==> config.mk <==
export PLATFORM = sky130hd
export DESIGN_NAME = cpu_stall
export DESIGN_NICKNAME = d
export VERILOG_FILES = /design/src/rtl/cpu_stall.sv
export SDC_FILE = /design/constraint.sdc
export NUM_CORES = 1
export LEC_CHECK = 0
export CORE_ASPECT_RATIO = 0.5
export CORE_MARGIN = 2
export CORE_UTILIZATION = 38
export DETAILED_ROUTE_END_ITERATION = 7
export MAX_ROUTING_LAYER = met4
export PLACE_DENSITY = 0.63
export SETUP_SLACK_MARGIN = 0.1
export SYNTH_ARGS = -nofsm -noshare
export SYNTH_HDL_FRONTEND = slang
export SYNTH_SLANG_ARGS = --single-unit
==> constraint.sdc <==
create_clock -name CLK -period 12.85 [get_ports CLK]
set_input_delay 1.285 -clock CLK [delete_from_list [all_inputs] [get_ports CLK]]
set_output_delay 1.285 -clock CLK [all_outputs]
set_load 0.1 [all_outputs]
==> src/rtl/cpu_stall.sv <==
// -----------------------------------------------------------------------------
// cpu_stall
//
// Single-issue CPU core. Every non-memory instruction retires in one cycle.
// Loads and stores leave EXEC for MEM_WAIT and stay there until the data
// memory drops MEM_BUSYWAIT. The memory request (strobe, address, store data,
// load destination) is captured on entry to MEM_WAIT, so the request holds
// steady however long the memory stalls.
//
// Optional feature:
//   CPU_STALL_MULT_EN - when defined, opcode 0x0D (mult) writes the low
//                       DATA_W bits of rs1*rs2 to dest. When undefined, 0x0D
//                       is treated like any other undefined opcode (NOP).
//
// Parameters:
//   DATA_W      datapath / register width (8..32)
//   REG_ADDR_W  register index width (2**REG_ADDR_W registers)
//
// Ports:
//   CLK            rising-edge clock
//   RESET          synchronous, active-high reset
//   PC             address of the current instruction
//   INSTRUCTION    instruction at PC (combinational from PC)
//   MEM_READ       data-memory read strobe
//   MEM_WRITE      data-memory write strobe
//   MEM_ADDRESS    data-memory address
//   MEM_WRITEDATA  store data
//   MEM_READDATA   load data, valid while MEM_BUSYWAIT is low
//   MEM_BUSYWAIT   high while the memory access is still in progress
// -----------------------------------------------------------------------------
module cpu_stall #(
    parameter int DATA_W     = 8,
    parameter int REG_ADDR_W = 3
) (
    input  logic              CLK,
    input  logic              RESET,
    output logic [31:0]       PC,
    input  logic [31:0]       INSTRUCTION,
    output logic              MEM_READ,
    output logic              MEM_WRITE,
    output logic [DATA_W-1:0] MEM_ADDRESS,
    output logic [DATA_W-1:0] MEM_WRITEDATA,
    input  logic [DATA_W-1:0] MEM_READDATA,
    input  logic              MEM_BUSYWAIT
);

    localparam int         NUM_REGS = 1 << REG_ADDR_W;
    localparam logic [7:0] DW8      = 8'(DATA_W);

    localparam logic [7:0] OP_LOADI = 8'h00;
    localparam logic [7:0] OP_MOV   = 8'h01;
    localparam logic [7:0] OP_ADD   = 8'h02;
    localparam logic [7:0] OP_SUB   = 8'h03;
    localparam logic [7:0] OP_AND   = 8'h04;
    localparam logic [7:0] OP_OR    = 8'h05;
    localparam logic [7:0] OP_J     = 8'h06;
    localparam logic [7:0] OP_BEQ   = 8'h07;
    localparam logic [7:0] OP_BNE   = 8'h08;
    localparam logic [7:0] OP_ROR   = 8'h09;
    localparam logic [7:0] OP_SLL   = 8'h0A;
    localparam logic [7:0] OP_SRL   = 8'h0B;
    localparam logic [7:0] OP_SRA   = 8'h0C;
`ifdef CPU_STALL_MULT_EN
    localparam logic [7:0] OP_MULT  = 8'h0D;
`endif
    localparam logic [7:0] OP_LWD   = 8'h0E;
    localparam logic [7:0] OP_LWI   = 8'h0F;
    localparam logic [7:0] OP_SWD   = 8'h10;
    localparam logic [7:0] OP_SWI   = 8'h11;

    typedef enum logic {
        EXEC     = 1'b0,
        MEM_WAIT = 1'b1
    } state_t;

    // ---------------- state ----------------
    state_t                state_q, state_d;
    logic [31:0]           pc_q, pc_d;
    logic [DATA_W-1:0]     regs_q [NUM_REGS];

    // Memory request captured when leaving EXEC
    logic [DATA_W-1:0]     mem_addr_q,  mem_addr_d;
    logic [DATA_W-1:0]     mem_wdata_q, mem_wdata_d;
    logic                  mem_load_q,  mem_load_d;
    logic                  mem_store_q, mem_store_d;
    logic [REG_ADDR_W-1:0] mem_dest_q,  mem_dest_d;

    // Register-file write port (one write per cycle at most)
    logic                  rf_we;
    logic [REG_ADDR_W-1:0] rf_waddr;
    logic [DATA_W-1:0]     rf_wdata;

    // ---------------- decode ----------------
    logic [7:0]            opcode, offset, imm8;
    logic [REG_ADDR_W-1:0] dest_idx, rs1_idx, rs2_idx;
    logic [DATA_W-1:0]     rs1_val, rs2_val, imm_val;

    assign opcode   = INSTRUCTION[31:24];
    assign offset   = INSTRUCTION[23:16];
    assign imm8     = INSTRUCTION[7:0];
    assign dest_idx = INSTRUCTION[16 +: REG_ADDR_W];
    assign rs1_idx  = INSTRUCTION[8  +: REG_ADDR_W];
    assign rs2_idx  = INSTRUCTION[0  +: REG_ADDR_W];
    assign rs1_val  = regs_q[rs1_idx];
    assign rs2_val  = regs_q[rs2_idx];
    assign imm_val  = DATA_W'(imm8);

    // Upper bits of the rs1 field carry no meaning for a small register file.
    generate
        if (REG_ADDR_W < 8) begin : g_rs1_pad
            logic unused_rs1_hi;
            assign unused_rs1_hi = ^INSTRUCTION[15:8+REG_ADDR_W];
        end
    endgenerate

    // ---------------- next-PC candidates ----------------
    logic [31:0] pc_plus4, branch_target;
    assign pc_plus4      = pc_q + 32'd4;
    assign branch_target = pc_plus4 + {{22{offset[7]}}, offset, 2'b00};

    // ---------------- shifter ----------------
    // The arithmetic shift is kept in its own signed net: folding it into a
    // ternary with an unsigned arm would silently turn it into a logical shift.
    logic signed [DATA_W-1:0] sra_raw;
    logic [7:0]               rot_amt;
    logic [DATA_W-1:0]        ror_res;

    assign sra_raw = $signed(rs1_val) >>> imm8;
    assign rot_amt = imm8 % DW8;
    // A shift by the full width yields zero, so rot_amt==0 needs no special case.
    assign ror_res = (rs1_val >> rot_amt) | (rs1_val << (DW8 - rot_amt));

    // ---------------- EXEC-stage decode ----------------
    logic              exec_we;
    logic [DATA_W-1:0] exec_wdata;
    logic [31:0]       exec_pc;
    logic              exec_load, exec_store;
    logic [DATA_W-1:0] exec_addr;

    always_comb begin
        exec_we    = 1'b0;
        exec_wdata = '0;
        exec_pc    = pc_plus4;
        exec_load  = 1'b0;
        exec_store = 1'b0;
        exec_addr  = rs2_val;
        case (opcode)
            OP_LOADI: begin exec_we = 1'b1; exec_wdata = imm_val;           end
            // mov copies rs1
            OP_MOV:   begin exec_we = 1'b1; exec_wdata = rs1_val;           end
            OP_ADD:   begin exec_we = 1'b1; exec_wdata = rs1_val + rs2_val; end
            OP_SUB:   begin exec_we = 1'b1; exec_wdata = rs1_val - rs2_val; end
            OP_AND:   begin exec_we = 1'b1; exec_wdata = rs1_val & rs2_val; end
            OP_OR:    begin exec_we = 1'b1; exec_wdata = rs1_val | rs2_val; end
            OP_J:     exec_pc = branch_target;
            OP_BEQ:   if (rs1_val == rs2_val) exec_pc = branch_target;
            OP_BNE:   if (rs1_val != rs2_val) exec_pc = branch_target;
            OP_ROR:   begin exec_we = 1'b1; exec_wdata = ror_res; end
            OP_SLL:   begin
                exec_we    = 1'b1;
                exec_wdata = (imm8 >= DW8) ? '0 : (rs1_val << imm8);
            end
            OP_SRL:   begin
                exec_we    = 1'b1;
                exec_wdata = (imm8 >= DW8) ? '0 : (rs1_val >> imm8);
            end
            OP_SRA:   begin
                exec_we    = 1'b1;
                exec_wdata = (imm8 >= DW8) ? {DATA_W{rs1_val[DATA_W-1]}}
                                           : DATA_W'(sra_raw);
            end
`ifdef CPU_STALL_MULT_EN
            OP_MULT:  begin exec_we = 1'b1; exec_wdata = rs1_val * rs2_val; end
`endif
            OP_LWD:   begin exec_load  = 1'b1; exec_addr = rs2_val; end
            OP_LWI:   begin exec_load  = 1'b1; exec_addr = imm_val; end
            OP_SWD:   begin exec_store = 1'b1; exec_addr = rs2_val; end
            OP_SWI:   begin exec_store = 1'b1; exec_addr = imm_val; end
            default:  ; // undefined opcode: plain PC+4, no write
        endcase
    end

    // ---------------- FSM next state ----------------
    always_comb begin
        state_d     = state_q;
        pc_d        = pc_q;
        rf_we       = 1'b0;
        rf_waddr    = dest_idx;
        rf_wdata    = exec_wdata;
        mem_addr_d  = mem_addr_q;
        mem_wdata_d = mem_wdata_q;
        mem_load_d  = mem_load_q;
        mem_store_d = mem_store_q;
        mem_dest_d  = mem_dest_q;
        case (state_q)
            EXEC: begin
                if (exec_load || exec_store) begin
                    // PC holds; the request is frozen for the wait phase
                    state_d     = MEM_WAIT;
                    mem_addr_d  = exec_addr;
                    mem_wdata_d = rs1_val;
                    mem_load_d  = exec_load;
                    mem_store_d = exec_store;
                    mem_dest_d  = dest_idx;
                end else begin
                    rf_we = exec_we;
                    pc_d  = exec_pc;
                end
            end
            MEM_WAIT: begin
                if (!MEM_BUSYWAIT) begin
                    state_d = EXEC;
                    pc_d    = pc_plus4;
                    if (mem_load_q) begin
                        rf_we    = 1'b1;
                        rf_waddr = mem_dest_q;
                        rf_wdata = MEM_READDATA;
                    end
                end
            end
        endcase
    end

    // ---------------- sequential state ----------------
    always_ff @(posedge CLK) begin
        if (RESET) begin
            state_q     <= EXEC;
            pc_q        <= '0;
            mem_addr_q  <= '0;
            mem_wdata_q <= '0;
            mem_load_q  <= 1'b0;
            mem_store_q <= 1'b0;
            mem_dest_q  <= '0;
            for (int i = 0; i < NUM_REGS; i++) begin
                regs_q[i] <= '0;
            end
        end else begin
            state_q     <= state_d;
            pc_q        <= pc_d;
            mem_addr_q  <= mem_addr_d;
            mem_wdata_q <= mem_wdata_d;
            mem_load_q  <= mem_load_d;
            mem_store_q <= mem_store_d;
            mem_dest_q  <= mem_dest_d;
            if (rf_we) begin
                regs_q[rf_waddr] <= rf_wdata;
            end
        end
    end

    // ---------------- outputs ----------------
    assign PC = pc_q;

    // Strobes are combinational so the memory sees the request in the issuing
    // cycle, and drop in the completing cycle. RESET masks them immediately,
    // which also abandons an in-flight access.
    always_comb begin
        MEM_ADDRESS   = exec_addr;
        MEM_WRITEDATA = rs1_val;
        MEM_READ      = exec_load;
        MEM_WRITE     = exec_store;
        if (state_q == MEM_WAIT) begin
            MEM_ADDRESS   = mem_addr_q;
            MEM_WRITEDATA = mem_wdata_q;
            MEM_READ      = mem_load_q  & MEM_BUSYWAIT;
            MEM_WRITE     = mem_store_q & MEM_BUSYWAIT;
        end
        if (RESET) begin
            MEM_READ  = 1'b0;
            MEM_WRITE = 1'b0;
        end
    end

endmodule

### Word-level counts from Yosys, hierarchy flattened

Memory sizes are Yosys's and may differ from the RTL's.
Index checks and enable logic that the tools add are counted.

* bits in registers: 54
* bits in writable memories: 64
* logic and storage cells: 95
* memories: 1

* add/sub/neg operators: 5
* magnitude comparators: 1
* equal/unequal tests: 20
* shifts and indexed selects: 5
* muxes and demuxes: 41
* bitwise logic cells: 6
* reduce and logical (&&, ||, !) cells: 9

Memories
* regs_q: words 8, bits a word 8, rd ports 2, clocked after Yosys merged registers in 0, wr ports 8, line 79 `logic [DATA_W-1:0] regs_q [NUM_REGS];`

Operators by type and width (count)
* $mux W32: 4
* $pmux W32 S3: 1
* $mux W8: 10
* $pmux W8 S10: 1
* $pmux W32 S2: 1
* $eq A8 B4 Y1 const B: 7
* $add A32 B3 Y32 const B: 1
* $add A32 B32 Y32: 1
* $eq A8 B3 Y1 const B: 4
* $mux W1: 18
* $eq A8 B2 Y1 const B: 2
* $eq A8 B5 Y1 const B: 2
* $or A8 B8 Y8: 2
* $shl A8 B8 Y8: 2
* $mux W3: 4
* $reduce_or A10 Y1: 1
* $add A8 B8 Y8: 1
* $and A8 B8 Y8: 1
* $eq A8 B1 Y1 const B: 1
* $eq A8 B8 Y1: 1
* $ge A8 B4 Y1 const B: 1
* $logic_not A8 Y1: 1
* $ne A8 B8 Y1: 1
* $reduce_or A8 Y1: 1
* other kinds (12): 18

### Longest topological paths before layout

Gate-level depths: netlist of the first run.

* word-level depth: 11
* depth in mapped cells: 18

### Least setup slack after synthesis of the first run

OpenSTA, ideal clock, no wires.

* kind: input port to output port
* start point: input INSTRUCTION[1]
* end point: output MEM_ADDRESS[1]
* arrival time: 4871 ps
* slack: 6694 ps
* stages on the path: 8
* path through: clkbuf_1 -> clkbuf_1 -> clkbuf_1 -> mux4_2 -> nand2_1 -> nand2_1 -> mux2i_1 -> o21ai_0

* cells in the longest elaborated chain, start to end: 3

RTL lines
* start: declaration: line 38 `input logic [31:0] INSTRUCTION,`
* $mem_v2 Z8 W8
* $mux W8 (*): line 147 `case (opcode)`
* $mux W8 (*): line 262 `if (state_q == MEM_WAIT) begin`
* end: declaration: line 41 `output logic [DATA_W-1:0] MEM_ADDRESS,`

Every way passes the cells marked *; elsewhere a longest branch is shown, timed or not.

### Worst setup path after layout of the first run

* start point: input INSTRUCTION[9]
* end point: register pc_q[26], in the netlist PC[26]

* cells in the longest elaborated chain, start to end: 6
* elaborated cells on any way between the ends: 8

RTL lines
* $mem_v2 Z8 W8 (*)
* $ne A8 B8 Y1 / $eq A8 B8 Y1 (equally long branches): line 157, 156
* $mux W32 (on tied branches): line 157, 156
* $pmux W32 S3 (*): line 147
* $mux W32 (*): line 197 `if (exec_load || exec_store) begin`
* $pmux W32 S2 (*): line 195 `case (state_q)`
* end signal: assignment: line 239 `pc_q <= pc_d;`
* end: declaration: line 78 `logic [31:0] pc_q, pc_d;`

Every way passes the cells marked *; elsewhere a longest branch is shown, timed or not. The select of a mux whose other input is x is not followed.
A chain may end at the register's enable or synchronous reset.

==> metrics, run 1 <==
run status=finished clean; root buffer cell=clkbuf_16; Period Utilization, post-route=0.5281; number of setup buffers added after CTS=0; largest net degree at the start of global routing=67; Synth Warn #=0; die width=241.1 µm; critical path peak fanout=26; GPL Wtd Cong=approximately 0.98; register area share after synthesis=0.2773; starting DRC count in detailed routing=1,077; Leakage=about 4.6 nW; CTS H-Tree Depth=4; Synth Instances=1,253; CP arrival=just over 7 ns; vias=roughly 10,000; fin. max-slew vios=0; CTS tree=built; Peak VDD IR=90.25 µV; pwr dens=96.86 nW/µm²; register area=2963 µm²; Netlist cell types=87; Num CTS Buffers=17; Die H=122.6 µm; initial antenna violation count=0; EDFF count, synth=64; Hold Fails Final Rpt=0; core box area=27,650 µm²; Initial Util=0.3863; ys flop type=edfxtp_1; Hold Path Class=reg -> reg; met1 Resource Use GR=0.3445; post-route minimum period=roughly 6.8 ns; CTS max path bufs=2; area delta synth->final=15.67%; Tot Pwr=1.197 mW; Avg WL per Cell=~22 µm; share of layout cells above drive strength 1=0.09985; CP startpoint kind=primary input; Max-slew headroom=0.1965; DRT antenna net count=0; First-pass DRT Iterations=5; vias in the first global route=9,543; Clk pin slew, worst setup/hold paths=0.07 ns; Die Footprint=29,550 µm²; Synth Register Bits=116; Fill cells=2,725; CP endpoint kind=flip-flop; total gr overflow=0; Avg Cell Area, Syn=8.526 µm²; # rows=43; Max-cap violations=0; Clock Skews=approximately 0.014 ns; final setup fails=0; NumNets Final=1,394; GR peak layer=met2; Fin Setup TNS=0 ns; worst hold slack=between 0.4 and 0.5 ns; Num Clock Sinks=116; vias per std cell=6.010; antenna cells=0; routing usage on met3=0.03576; Post-CTS Hold Buffers=0; final WL=roughly 37,000 µm; GRT Util Overall=0.2590; GR Layer Usage met2=0.4071; worst setup path class=in -> reg; # IOs=93; PortBufs=85; post-CTS sizing=0; area occupied by multi-input gates=7249 µm²; synthesized area=10,680 µm²; Worst Path Required=13.22 ns; dpl hpwl=26,280 µm; global-route wire length before repair=56,470 µm; Achievable Freq=approximately 150 MHz; final core utilization=0.4468; RSZ-0062 raised after global routing=false; ys async rst share=0; DRC=0; clock latency at the later pin of the worst-skew pair=0.43 ns; worst slew pin tran=around 1.2 ns
[layout by cell type, fill, tap and decap left out, types with 10 or more instances in the layout]
| cell | netlist | layout |
|---|---|---|
| a21o_1 | 13 | 13 |
| o21ai_0 | 58 | 58 |
| mux4_2 | 30 | 30 |
| buf_4 | 5 | 12 |
| xnor2_1 | 33 | 33 |
| o211ai_1 | 14 | 14 |
| a311oi_1 | 12 | 12 |
| inv_1 | 30 | 30 |
| dfxtp_1 | 52 | 52 |
| nand3b_1 | 10 | 10 |
| nand2b_1 | 17 | 17 |
| clkdlybuf4s50_1 | 0 | 83 |
| nor2b_1 | 18 | 18 |
| xor2_1 | 20 | 20 |
| nand4_1 | 20 | 20 |
| edfxtp_1 | 64 | 64 |
| mux2i_1 | 24 | 24 |
| and3_1 | 12 | 12 |
| clkbuf_16 | 0 | 17 |
| nand2_1 | 151 | 151 |
| nor2_1 | 157 | 157 |
| ha_1 | 59 | 59 |
| mux2_2 | 12 | 12 |
| a21oi_1 | 90 | 89 |
| nor3_1 | 23 | 23 |
| nand3_1 | 33 | 33 |
| nor4_1 | 13 | 12 |
| a211oi_1 | 28 | 27 |
[stage by stage]
step / cell area (µm²) / cells / setup WS [ns]
after floorplan: 10690 / 1254 / 6.694
after global placement: 11780 / 1652 / 5.726
after detailed placement: 11780 / 1652 / 5.668
after CTS: 12360 / 1684 / 6.091
after global routing: 12360 / 1684 / 5.742
final: 12360 / 1684 / 6.064
[registers in the layout, summed over array words and instances, names as in the netlist]
signal,count
mem_wdata_q,8
mem_dest_q,3
PC,30
regs_q,64
state_q,1
mem_addr_q,8
mem_store_q,1
mem_load_q,1
[layer usage]
metal  part of all wire  wire (µm)  vias to the layer above
met4              0.026        968                        0
li1                   -          -                     4741
met5                  0          0                        -
met1               0.45      16600                     4920
met3              0.062       2280                       61
met2               0.46      16940                      398
[critical path: stages]
cell and delay [ns]:
clkdlybuf4s50_1 1.24, mux4_2 0.63, mux2i_2 0.55, ha_1 0.41, nor4_1 0.49, a21oi_1 0.23
nor3b_1 0.58, nand2_1 0.80, nand2_1 0.37, o22ai_1 0.13, a311oi_1 0.27, and2_1 0.15
[final timing paths]
path	from	to	slack (ns)	depth (start not counted)
worst max-delay path	INSTRUCTION[9]	PC[26]$_SDFFE_PP0N_	6.06	12
worst min-delay path	mem_dest_q[0]$_SDFFE_PP0P_	mem_dest_q[0]$_SDFFE_PP0P_	0.46	2
worst max register to register	regs_q[7][4]$_SDFFCE_PN0P_	PC[26]$_SDFFE_PP0N_	7.89	11
worst min register to register	mem_dest_q[0]$_SDFFE_PP0P_	mem_dest_q[0]$_SDFFE_PP0P_	0.46	2
[Yosys cell counts (28+ instances only)]
cell | n | area, µm²
nor2_1 | 157 | 589.3
nand2_1 | 151 | 566.8
a21oi_1 | 90 | 450.4
edfxtp_1 | 64 | 1922
clkbuf_1 | 60 | 225.2
ha_1 | 59 | 738.2
o21ai_0 | 58 | 290.3
dfxtp_1 | 52 | 1041
nand3_1 | 33 | 165.2
xnor2_1 | 33 | 289.0
inv_1 | 30 | 112.6
mux4_2 | 30 | 675.7
a211oi_1 | 28 | 210.2
[power breakdown]
| group | internal (mW) | switching [mW] |
|---|---|---|
| sequential | 0.400 | 0.00837 |
| clock | 0.260 | 0.216 |
| combinational | 0.103 | 0.208 |
| total | 0.764 | 0.433 |
[final cells by class]
cell class	instances	area share
Sequential cell	116	0.2398
Multi-Input combinational cell	1017	0.5867
Inverter	40	0.01256
Clock inverter	15	0.01256
Clock buffer	17	0.03443
Tap cell	382	0.03868
Timing Repair Buffer	97	0.07533
[logic make-up after synthesis]
group	synth area share
AO/OA/AOI/OAI	0.1983
XOR/XNOR	0.04345
adder cells (fa/ha/maj)	0.07473
buffers and inverters	0.04790
flip-flops	0.2773
multiplexers	0.1338
other	0.0003510
AND/OR/NAND/NOR	0.2242
Power figures use the tool's default switching activity.
==> inputs of run 2 (changes only) <==
Settings changed: PLACE_DENSITY 0.63 to 0.66.
Clock period 12.85 ns to 5.7 ns, I/O delays scaled along.
==> metrics, run 2 (synthesized netlist as in run 1, its figures left out) <==
die width=241.1 µm (unchanged); Worst Path Required=5.86 ns (-7.36 ns); Clock Skews=0.01710 ns (+0.002929 ns); final WL=36,170 µm (-1.7%); vias per std cell=6.040 (+0.51%); Die Footprint=29,550 µm² (unchanged); dpl cell area=11,850 µm² (+0.64%); clock latency at the later pin of the worst-skew pair=0.44 ns (about the same); # rows=43 (unchanged); worst setup path class=in -> reg; most frequent cells in the layout=nor2_1, nand2_1, a21oi_1; Max-cap violations=0 (unchanged); CTS H-Tree Depth=4 (unchanged); core box area=27,650 µm² (unchanged); dpl hpwl=26,210 µm (-0.27%); DRT antenna net count=0 (unchanged); pwr dens=222.7 nW/µm² (+130%); CP endpoint kind=flip-flop; crit path from=INSTRUCTION[10]; Leakage=4.694 nW (+2.0%); post-route minimum period=4.746 ns; max FFs per register=64 (unchanged); Critical path destination=regs_q[2][6]$_SDFFCE_PN0P_; CTS tree=built; FF-to-FF path depth=14 (+3); PortBufs=85 (unchanged); root buffer cell=clkbuf_16; Die H=122.6 µm (unchanged); Achievable Freq=210.7 MHz; Fin Setup TNS=0 ns (unchanged); Hold Fails Final Rpt=0 (unchanged); area delta synth->final=16.64%; Num CTS Buffers=17 (unchanged); CP arrival=4.90 ns (-2.26 ns); vias=10,260 (+1.3%); starting DRC count in detailed routing=1,241 (+15%); global-route wire length before repair=55,590 µm (-1.6%); GRT Util Overall=0.2527 (-0.006324); largest net degree at the start of global routing=42 (-37%); Fill cells=2,647 (-2.9%); Clk pin slew, worst setup/hold paths=0.06 ns (about the same); design area=12,460 µm² (+0.84%); CTS max path bufs=2 (unchanged); number of setup buffers added after CTS=0 (unchanged); CP startpoint kind=primary input; leading cell type in the layout, fill and taps excluded=nor2_1; worst flop-to-flop path startpoint=PC[4]$_SDFFE_PP0N_; critical path peak fanout=15 (-42%); worst slew pin tran=0.9913 ns (-0.2029 ns); Hold Path Class=reg -> reg; Num Clock Sinks=116 (unchanged); fin. max-slew vios=0 (unchanged); Avg WL per Cell=21.30 µm (-2.5%); antenna cells=0 (unchanged); total gr overflow=0 (unchanged); Post-CTS Hold Buffers=0 (unchanged); Biggest register=regs_q; RSZ-0062 raised after global routing=false; r2r endpoint=PC[28]$_SDFFE_PP0N_; NumNets Final=1,408 (+1.0%); First-pass DRT Iterations=5 (unchanged); Max-slew headroom=0.3370 (+0.1405); run status=finished clean; Period Utilization, post-route=0.8327; Initial Util=0.3863 (unchanged); share of layout cells above drive strength 1=0.1163 (+0.01642); post-CTS sizing=0 (unchanged); initial antenna violation count=0 (unchanged); vias in the first global route=9,733 (+2.0%); Peak VDD IR=236.6 µV (+160%); DRC=0 (unchanged); GPL Wtd Cong=0.9945 (+1.9%); final setup fails=0 (unchanged); # IOs=93 (unchanged); r2r setup slk=1.23 ns (-6.66 ns)
run 2: report_power, final:
part	leakage (nW)	internal (mW)	switching, mW	total [mW]
combinational	3.31	0.237	0.471	0.708
sequential	1.08	0.903	0.0199	0.923
clock	0.302	0.665	0.479	1.14
total	4.69	1.80	0.970	2.78
run 2: routing by layer:
metal,global-route usage,vias up,share of wire
met5,-,-,0
met4,0.07215,0,0.023
met3,0.04184,74,0.083
met2,0.4061,473,0.47
met1,0.3306,4947,0.43
li1,-,4762,-
run 2: final cells by class:
cell class | instances | area (µm²) | area share
sequential | 116 | 2963 | 0.2378
timing repair buffer | 111 | 1013 | 0.08133
inverter | 40 | 155.1 | 0.01245
clock inverter | 15 | 183.9 | 0.01476
clock buffer | 17 | 425.4 | 0.03414
multi-input combinational | 1017 | 7242 | 0.5812
tap | 382 | 478.0 | 0.03836
run 2: critical path: stages:
cell and delay [ns]:
clkdlybuf4s50_1 1.04, mux4_2 0.46, mux2i_4 0.36, inv_2 0.23
fa_1 0.47, nor3b_1 0.17, o31ai_1 0.27, a21oi_1 0.12
o21ai_0 0.31, a21o_1 0.16, o211ai_1 0.08, o21ai_1 0.56
nor2_1 0.08
run 2: metrics by stage:
stage	std cells	total power, mW	util	worst slack, ns	hold slack (ns)
floorplan	1254	1.436	-	0.9739	0.4357
global placement	1666	1.626	0.4286	0.7848	0.4449
detailed placement	1666	1.632	0.4286	0.6899	0.4648
CTS	1698	2.768	0.4506	1.024	0.4746
global route	1698	2.861	0.4506	0.6990	0.4917
finish	1698	2.775	0.4506	0.9537	0.4706
run 2: how the worst min path moves through the flow:
stage,from,end,slack [ns],depth (start not counted)
after global routing,mem_store_q$_SDFFE_PP0P_,mem_store_q$_SDFFE_PP0P_,0.49,2
after floorplan,mem_dest_q[0]$_SDFFE_PP0P_,mem_dest_q[0]$_SDFFE_PP0P_,0.44,2
final,mem_store_q$_SDFFE_PP0P_,mem_store_q$_SDFFE_PP0P_,0.47,2
after global placement,mem_dest_q[0]$_SDFFE_PP0P_,mem_dest_q[0]$_SDFFE_PP0P_,0.44,2
after detailed placement,mem_store_q$_SDFFE_PP0P_,mem_store_q$_SDFFE_PP0P_,0.46,2
after CTS,mem_store_q$_SDFFE_PP0P_,mem_store_q$_SDFFE_PP0P_,0.47,2
